[src/rtl/mem_ctrl.sv]
// Byte-serial memory controller arbitrating IF fetches and MEM loads/stores onto an 8-bit RAM.
// Define MEM_CTRL_IO_FULL_EN to add io_full_i back-pressure for stores to the IO window.
module mem_ctrl (
  input  logic        clk_in,
  input  logic        rst_in,
  input  logic        if_req_i,
  input  logic [31:0] if_addr_i,
  output logic [31:0] if_data_o,
  output logic        if_done_o,
  input  logic        mem_req_i,
  input  logic        mem_we_i,
  input  logic [31:0] mem_addr_i,
  input  logic [1:0]  mem_len_i,
  input  logic [31:0] mem_wdata_i,
  output logic [31:0] mem_rdata_o,
  output logic        mem_done_o,
  output logic        stall_if_o,
  output logic        stall_mem_o,
  output logic [31:0] ram_addr_o,
  output logic [7:0]  ram_dout_o,
  output logic        ram_wr_o,
  input  logic [7:0]  ram_din_i
`ifdef MEM_CTRL_IO_FULL_EN
  ,
  input  logic        io_full_i
`endif
);

  typedef enum logic [1:0] {StIdle, StIfBusy, StMemBusy} state_e;

  state_e      state_q, state_d;
  logic [2:0]  cnt_q, cnt_d;
  logic [31:0] addr_q, addr_d;
  logic [2:0]  nbytes_q, nbytes_d;
  logic        we_q, we_d;
  logic [31:0] data_q, data_d;

  logic        io_block;
  logic        accept_mem, accept_if;
  logic [2:0]  last_cnt;
  logic        txn_end;
  logic        addr_phase;
  logic [2:0]  cnt_m1;
  logic [1:0]  byte_idx;
  logic [2:0]  len_bytes;

`ifdef MEM_CTRL_IO_FULL_EN
  assign io_block = mem_req_i & mem_we_i & (mem_addr_i[17:16] == 2'b11) & io_full_i;
`else
  assign io_block = 1'b0;
`endif

  always_comb begin
    accept_mem = (state_q == StIdle) & mem_req_i & ~io_block;
    // A blocked store still owns the port: IF waits behind it.
    accept_if  = (state_q == StIdle) & ~mem_req_i & if_req_i;
    // Reads need one extra cycle for the registered RAM data to arrive.
    last_cnt   = we_q ? nbytes_q : nbytes_q + 3'd1;
    txn_end    = (cnt_q == last_cnt);
    addr_phase = (state_q != StIdle) && (cnt_q < nbytes_q);
    cnt_m1     = cnt_q - 3'd1;
    byte_idx   = cnt_m1[1:0];
    unique case (mem_len_i)
      2'd0:    len_bytes = 3'd1;
      2'd1:    len_bytes = 3'd2;
      default: len_bytes = 3'd4;
    endcase
  end

  // State register
  always_ff @(posedge clk_in or posedge rst_in) begin
    if (rst_in) begin
      state_q <= StIdle;
    end else begin
      state_q <= state_d;
    end
  end

  // Next-state logic
  always_comb begin
    state_d = state_q;
    unique case (state_q)
      StIdle: begin
        if (accept_mem) begin
          state_d = StMemBusy;
        end else if (accept_if) begin
          state_d = StIfBusy;
        end
      end
      StIfBusy: begin
        if (!if_req_i || txn_end) begin
          state_d = StIdle;
        end
      end
      StMemBusy: begin
        if (txn_end) begin
          state_d = StIdle;
        end
      end
      default: state_d = StIdle;
    endcase
  end

  // Transaction datapath
  always_comb begin
    cnt_d    = cnt_q;
    addr_d   = addr_q;
    nbytes_d = nbytes_q;
    we_d     = we_q;
    data_d   = data_q;
    if (state_q == StIdle) begin
      cnt_d = 3'd0;
      if (accept_mem) begin
        addr_d   = mem_addr_i;
        nbytes_d = len_bytes;
        we_d     = mem_we_i;
        data_d   = mem_we_i ? mem_wdata_i : 32'd0;
      end else if (accept_if) begin
        addr_d   = if_addr_i;
        nbytes_d = 3'd4;
        we_d     = 1'b0;
        data_d   = 32'd0;
      end
    end else begin
      cnt_d = (state_d == StIdle) ? 3'd0 : cnt_q + 3'd1;
      // Byte i arrives in busy cycle i+2, i.e. while cnt_q == i+1.
      if (!we_q && (cnt_q != 3'd0) && (cnt_q <= nbytes_q)) begin
        data_d[{byte_idx, 3'b000} +: 8] = ram_din_i;
      end
    end
  end

  always_ff @(posedge clk_in or posedge rst_in) begin
    if (rst_in) begin
      cnt_q    <= 3'd0;
      addr_q   <= 32'd0;
      nbytes_q <= 3'd0;
      we_q     <= 1'b0;
      data_q   <= 32'd0;
    end else begin
      cnt_q    <= cnt_d;
      addr_q   <= addr_d;
      nbytes_q <= nbytes_d;
      we_q     <= we_d;
      data_q   <= data_d;
    end
  end

  // Output logic
  always_comb begin
    ram_addr_o  = addr_phase ? addr_q + {29'd0, cnt_q} : 32'd0;
    ram_wr_o    = (state_q == StMemBusy) && we_q && addr_phase;
    ram_dout_o  = ram_wr_o ? data_q[{cnt_q[1:0], 3'b000} +: 8] : 8'd0;
    if_done_o   = (state_q == StIfBusy) && txn_end && if_req_i;
    mem_done_o  = (state_q == StMemBusy) && txn_end;
    if_data_o   = if_done_o ? data_q : 32'd0;
    mem_rdata_o = (mem_done_o && !we_q) ? data_q : 32'd0;
    // Reset forces every output low, the stall requests included.
    stall_if_o  = if_req_i & ~if_done_o & ~rst_in;
    stall_mem_o = mem_req_i & ~mem_done_o & ~rst_in;
  end

endmodule

[config.mk]
export PLATFORM = sky130hd
export DESIGN_NAME = mem_ctrl
export DESIGN_NICKNAME = d
export VERILOG_FILES = /design/src/rtl/mem_ctrl.sv
export SDC_FILE = /design/constraint.sdc
export NUM_CORES = 1
export LEC_CHECK = 0
export ABC_CLOCK_PERIOD_IN_PS = 4800
export CORE_ASPECT_RATIO = 0.8
export CORE_MARGIN = 10
export CORE_UTILIZATION = 30
export DETAILED_ROUTE_END_ITERATION = 10
export PLACE_DENSITY = 0.71
export SLEW_MARGIN = 20
export SYNTH_ARGS = -nofsm -noshare
export SYNTH_HDL_FRONTEND = slang
export SYNTH_SLANG_ARGS = --single-unit
[constraint.sdc]
create_clock -name clk_in -period 4.8 [get_ports clk_in]
set_input_delay 1.44 -clock clk_in [delete_from_list [all_inputs] [get_ports clk_in]]
set_output_delay 1.44 -clock clk_in [all_outputs]
set_load 0.1 [all_outputs]
Yosys cells after proc, flatten, opt, wreduce, memory -nomap -nowiden --
Index checks and enable logic that the tools add are counted.
Cells by class: bitwise gates (word level) 11, shift operators 3, equal/unequal tests 5, magnitude comparators 2, muxes and demuxes 25, reduce and logical (&&, ||, !) cells 21, add/subtract/negate cells 5
Operator list (number):
- $mux 32 | 10
- $add 32x3->32 | 1
- $bwmux 32 | 1
- $shift 8x7->32 const A | 1
- $shiftx 32x6->8 | 1
- $shiftx 8x7->32 | 1
- $mux 3 | 5
- $logic_and 1x1->1 | 9
- $mux 2 | 4
- $mux 8 | 1
- $and 1x1->1 | 7
- $neg 5->7 | 1
- $add 3x1->3 const B | 2
- $logic_not 2->1 | 3
- $pmux 2 s3 | 1
- $pmux 3 s2 | 1
- $reduce_bool 2->1 | 3
- $eq 2x1->1 const B | 2
- $not 1->1 | 4
- $reduce_and 2->1 | 2
- $eq 3x3->1 | 1
- $le 3x3->1 | 1
- $lt 3x3->1 | 1
- $ne 3x3->1 const B | 1
- 6 further kinds | 8
Storage, ports and cells: output and inout port bits 109, input port bits 111, register bits after elaboration 73

Longest topological paths before layout --
depth in word-level cells 9, gate-level depth with buffers 9, mapped depth without buffers 7

Least setup slack after synthesis --
OpenSTA, ideal clock, no wires.
kind input to output, start point in rst_in, end point out stall_if_o, cell stages on the path 3, buffers on the path 0, data arrival time 4612 ps, required time 3360 ps, path slack -1252 ps, cell sequence inv_1 nand2_1 a21oi_1
On the way: word-level cells in the longest chain between the ends 2
RTL lines:
- start, declared | RTL line 5 | input logic rst_in,
- $not 1->1 | RTL line 159 | stall_if_o = if_req_i & ~if_done_o & ~rst_in;
- $and 1x1->1 | RTL line 159
- end, declared | RTL line 17 | output logic stall_if_o,
Every way passes these cells.

Final worst setup path --
start point in if_req_i, end point out if_data_o[16]
On the way: word-level cells in the longest chain between the ends 2
RTL lines:
- start, declared | RTL line 6 | input logic if_req_i,
- $logic_and 1x1->1 | RTL line 154 | if_done_o = (state_q == StIfBusy) && txn_end && if_req_i;
- $mux 32 | RTL line 156 | if_data_o = if_done_o ? data_q : 32'd0;
- end, declared | RTL line 8 | output logic [31:0] if_data_o,
Every way passes these cells.

==> results.md <==
* # Post-CTS Setup Buffers at 0
* Mapped Cells at 580
* DR pass1 iterations at 5
* Fin crit share at 91.2%
* DIE AREA at 22800 sq um
* Hold buffers post-CTS at 0
* Count of final setup violators at 0
* Setup tns final at 0 ns
* Worst slew pin tran at 0.974 ns
* Initial Utilization at a little under a third
* H-tree levels at 3
* FP Rows at 42
* Yosys Warn Count at 0
* Mapped Nets at between 700 and 800
* HP Start: data_q[12]
* PortBufs at 219
* Ys async rst share at between 90% and 100%
* HP Class: flip-flop to flip-flop
* Synth top area cells: dfrtp_1 (36%), and2_1 (8.4%), mux2_2 (7.0%)
* Gr ovfl total at 0
* Via density at 5.02
* Setup Skew at 0.00805 ns
* Detail Placement HPWL at ~16 mm
* GP Congestion at 0.873
* Synth cell types at 46
* Maximum root-to-sink buffer count at 2
* Synth top area share at 35.5%
* RSZ-0062 raised after global routing: no
* Hold path endpoint: data_q[12]
* Worst r2r src: cnt_q[0]
* Clk sinks at 73
* Kind of critical path: primary input to primary output
* Worst reg2reg setup slack at 2.04 ns
* 1st-iter DRT viols at 371
* Min-Delay Path Depth at 1
* WHS at 0.571 ns
* Largest net degree at the start of global routing at 74
* CTS-repair resized insts at 0
* CP Launch Type: primary input
* Initial antenna violation count at 0
* Data required, critical path at 3.36 ns
* Terminus of the critical flop-to-flop path: data_q[21]
* GRT Total Usage at 17.3%
* Antenna-violating nets left at 0
* Crit path arrival time at 2.94 ns
* Layout net count at 912
* Relative slew slack at 35.0%
* Peak VDD IR at approximately 440 uV
* Top Ports at 220
* Final WL at between 20 and 25 mm
* Register area share after synthesis at a little over a third
* Vias post-DR at 5100
* Syn-to-layout area delta at 70.7%
* Total Power at about 6.1 mW
* Chip height at 137 microns
* Die W at 166 microns
* Post-synth top flop: dfrtp_1
* Synthesized area at 5140 sq um
* Root Driver: clkbuf_16
* Share of cells above drive strength 1 at 23.8%
* Register-to-Register Path Depth at 8
* CTS tree: built
* Remaining DRCs at 0
* WL per Instance at 20.4 microns
* Core Area at around 17000 sq um
* Clk_lat worst skew at 0.33 ns
* Worst-path clk slew at 0.06 ns
* Fmax at 228 MHz
* Final number of max-transition violations at 0
* Pwr Density at 694 nW/um^2
* Leakage at about 3.7 nW
* Most area-hungry cell type in the Yosys netlist: dfrtp_1
* Post-synth EDFFs at 0
* Status: complete, no violations
* First-pass GRT wire length at between 30 and 40 mm
* CP max FO at 33
* CTS buffer count at 9
* Max-Cap Viols at 0
* Vias in the first global route at 4998
* Critical path capture point type: primary output
* Syn Area/Cell at 8.86 sq um
* Final Hold Viols at 0
* Register bit total from synthesis at 73
* Final critical-path required period at between 4 and 5 ns
cells in the mapped netlist (all sizes together) (3+ instances only):
| library cell | n |
|---|---|
| xnor2 | 11 |
| xor2 | 22 |
| nand2 | 80 |
| nand4 | 10 |
| o21ai | 6 |
| nor2b | 12 |
| mux4 | 8 |
| dfrtp | 73 |
| and3 | 5 |
| inv | 10 |
| mux2 | 32 |
| nor3b | 3 |
| buf | 13 |
| clkbuf | 22 |
| and4 | 4 |
| a31oi | 32 |
| a21oi | 10 |
| nand3 | 15 |
| ha | 12 |
| a22o | 32 |
| and2 | 69 |
| a21o | 3 |
| nor2 | 68 |
| nor3 | 5 |
cell type report:
cell class	count	area (sq um)
Antenna cell	2	5.00
Clock buffer	9	225
Clock inverter	7	55.1
Fill cell	1466	7880
Inverter	10	41.3
Multi-Input combinational cell	462	3130
Sequential cell	73	1830
Tap cell	220	275
Timing Repair Buffer	232	3220
logic make-up after synthesis:
family,count (synthesis),synth area share (%)
buf+inv,45,3.82
compound gates,92,13.1
xor+xnor,33,5.62
flops,73,35.5
simple gates,283,27.9
mux,41,10.7
fa+ha+maj,13,3.31
report_power, final:
group	internal, mW	switching [mW]
logic	1.41	2.84
clock network	0.353	0.279
registers	0.872	0.344
total	2.63	3.46
per-stage QoR:
step / std cells / utilization (%) / setup slack, ns / cell area, sq um
finish: 1015 / 52.7 / 0.420 / 8780
global route: 1013 / 52.7 / 0.334 / 8770
CTS: 1013 / 52.7 / 0.425 / 8770
detailed placement: 997 / 51.0 / 0.431 / 8490
global placement: 997 / 51.0 / 0.458 / 8490
floorplan: 580 / - / -0.463 / 5150
cells in the final DEF, fill, tap and decap left out, types with 4 or more instances in the layout:
cell	instances
clkdlybuf4s50_1	110
buf_12	96
nand2_1	80
dfrtp_1	73
and2_1	69
nor2_1	67
a31oi_1	32
a22o_1	32
mux2_2	32
buf_4	26
xor2_1	22
nand3_1	15
nor2b_1	12
ha_1	12
xnor2_1	11
a21oi_1	10
nand4_1	10
inv_1	9
clkbuf_16	9
mux4_2	8
o21ai_0	5
nor3_1	5
and3_1	5
and4_1	4
how the worst max path moves through the flow:
stage                     startpoint            end  slack (ns)
final                       if_req_i  if_data_o[16]        0.42
after global routing        if_req_i  if_data_o[16]        0.33
after CTS                   if_req_i  if_data_o[16]        0.42
after detailed placement    if_req_i  if_data_o[16]        0.43
after global placement      if_req_i   if_data_o[8]        0.46
after floorplan               rst_in     stall_if_o       -0.46
sequential cells by signal, summed over array words and instances, names as in the netlist:
| register | count |
|---|---|
| data_q | 32 |
| we_q | 1 |
| cnt_q | 3 |
| nbytes_q | 3 |
| state_q | 2 |
| addr_q | 32 |
metal layers:
metal | vias up | global-route usage [%] | part of all wire [%]
met2 | 158 | 28.8 | 49
met5 | - | 0 | 0
met1 | 2479 | 22.0 | 43
li1 | 2439 | - | -
met3 | 24 | 3.58 | 5.1
met4 | 0 | 5.89 | 2.3
critical path: stages:
cell             delay (ns)
clkdlybuf4s50_1        0.58
and3_1                 0.19
buf_4                  0.29
and2_1                 0.24
buf_12                 0.19
Note: power is estimated with default switching activity, not from simulation.
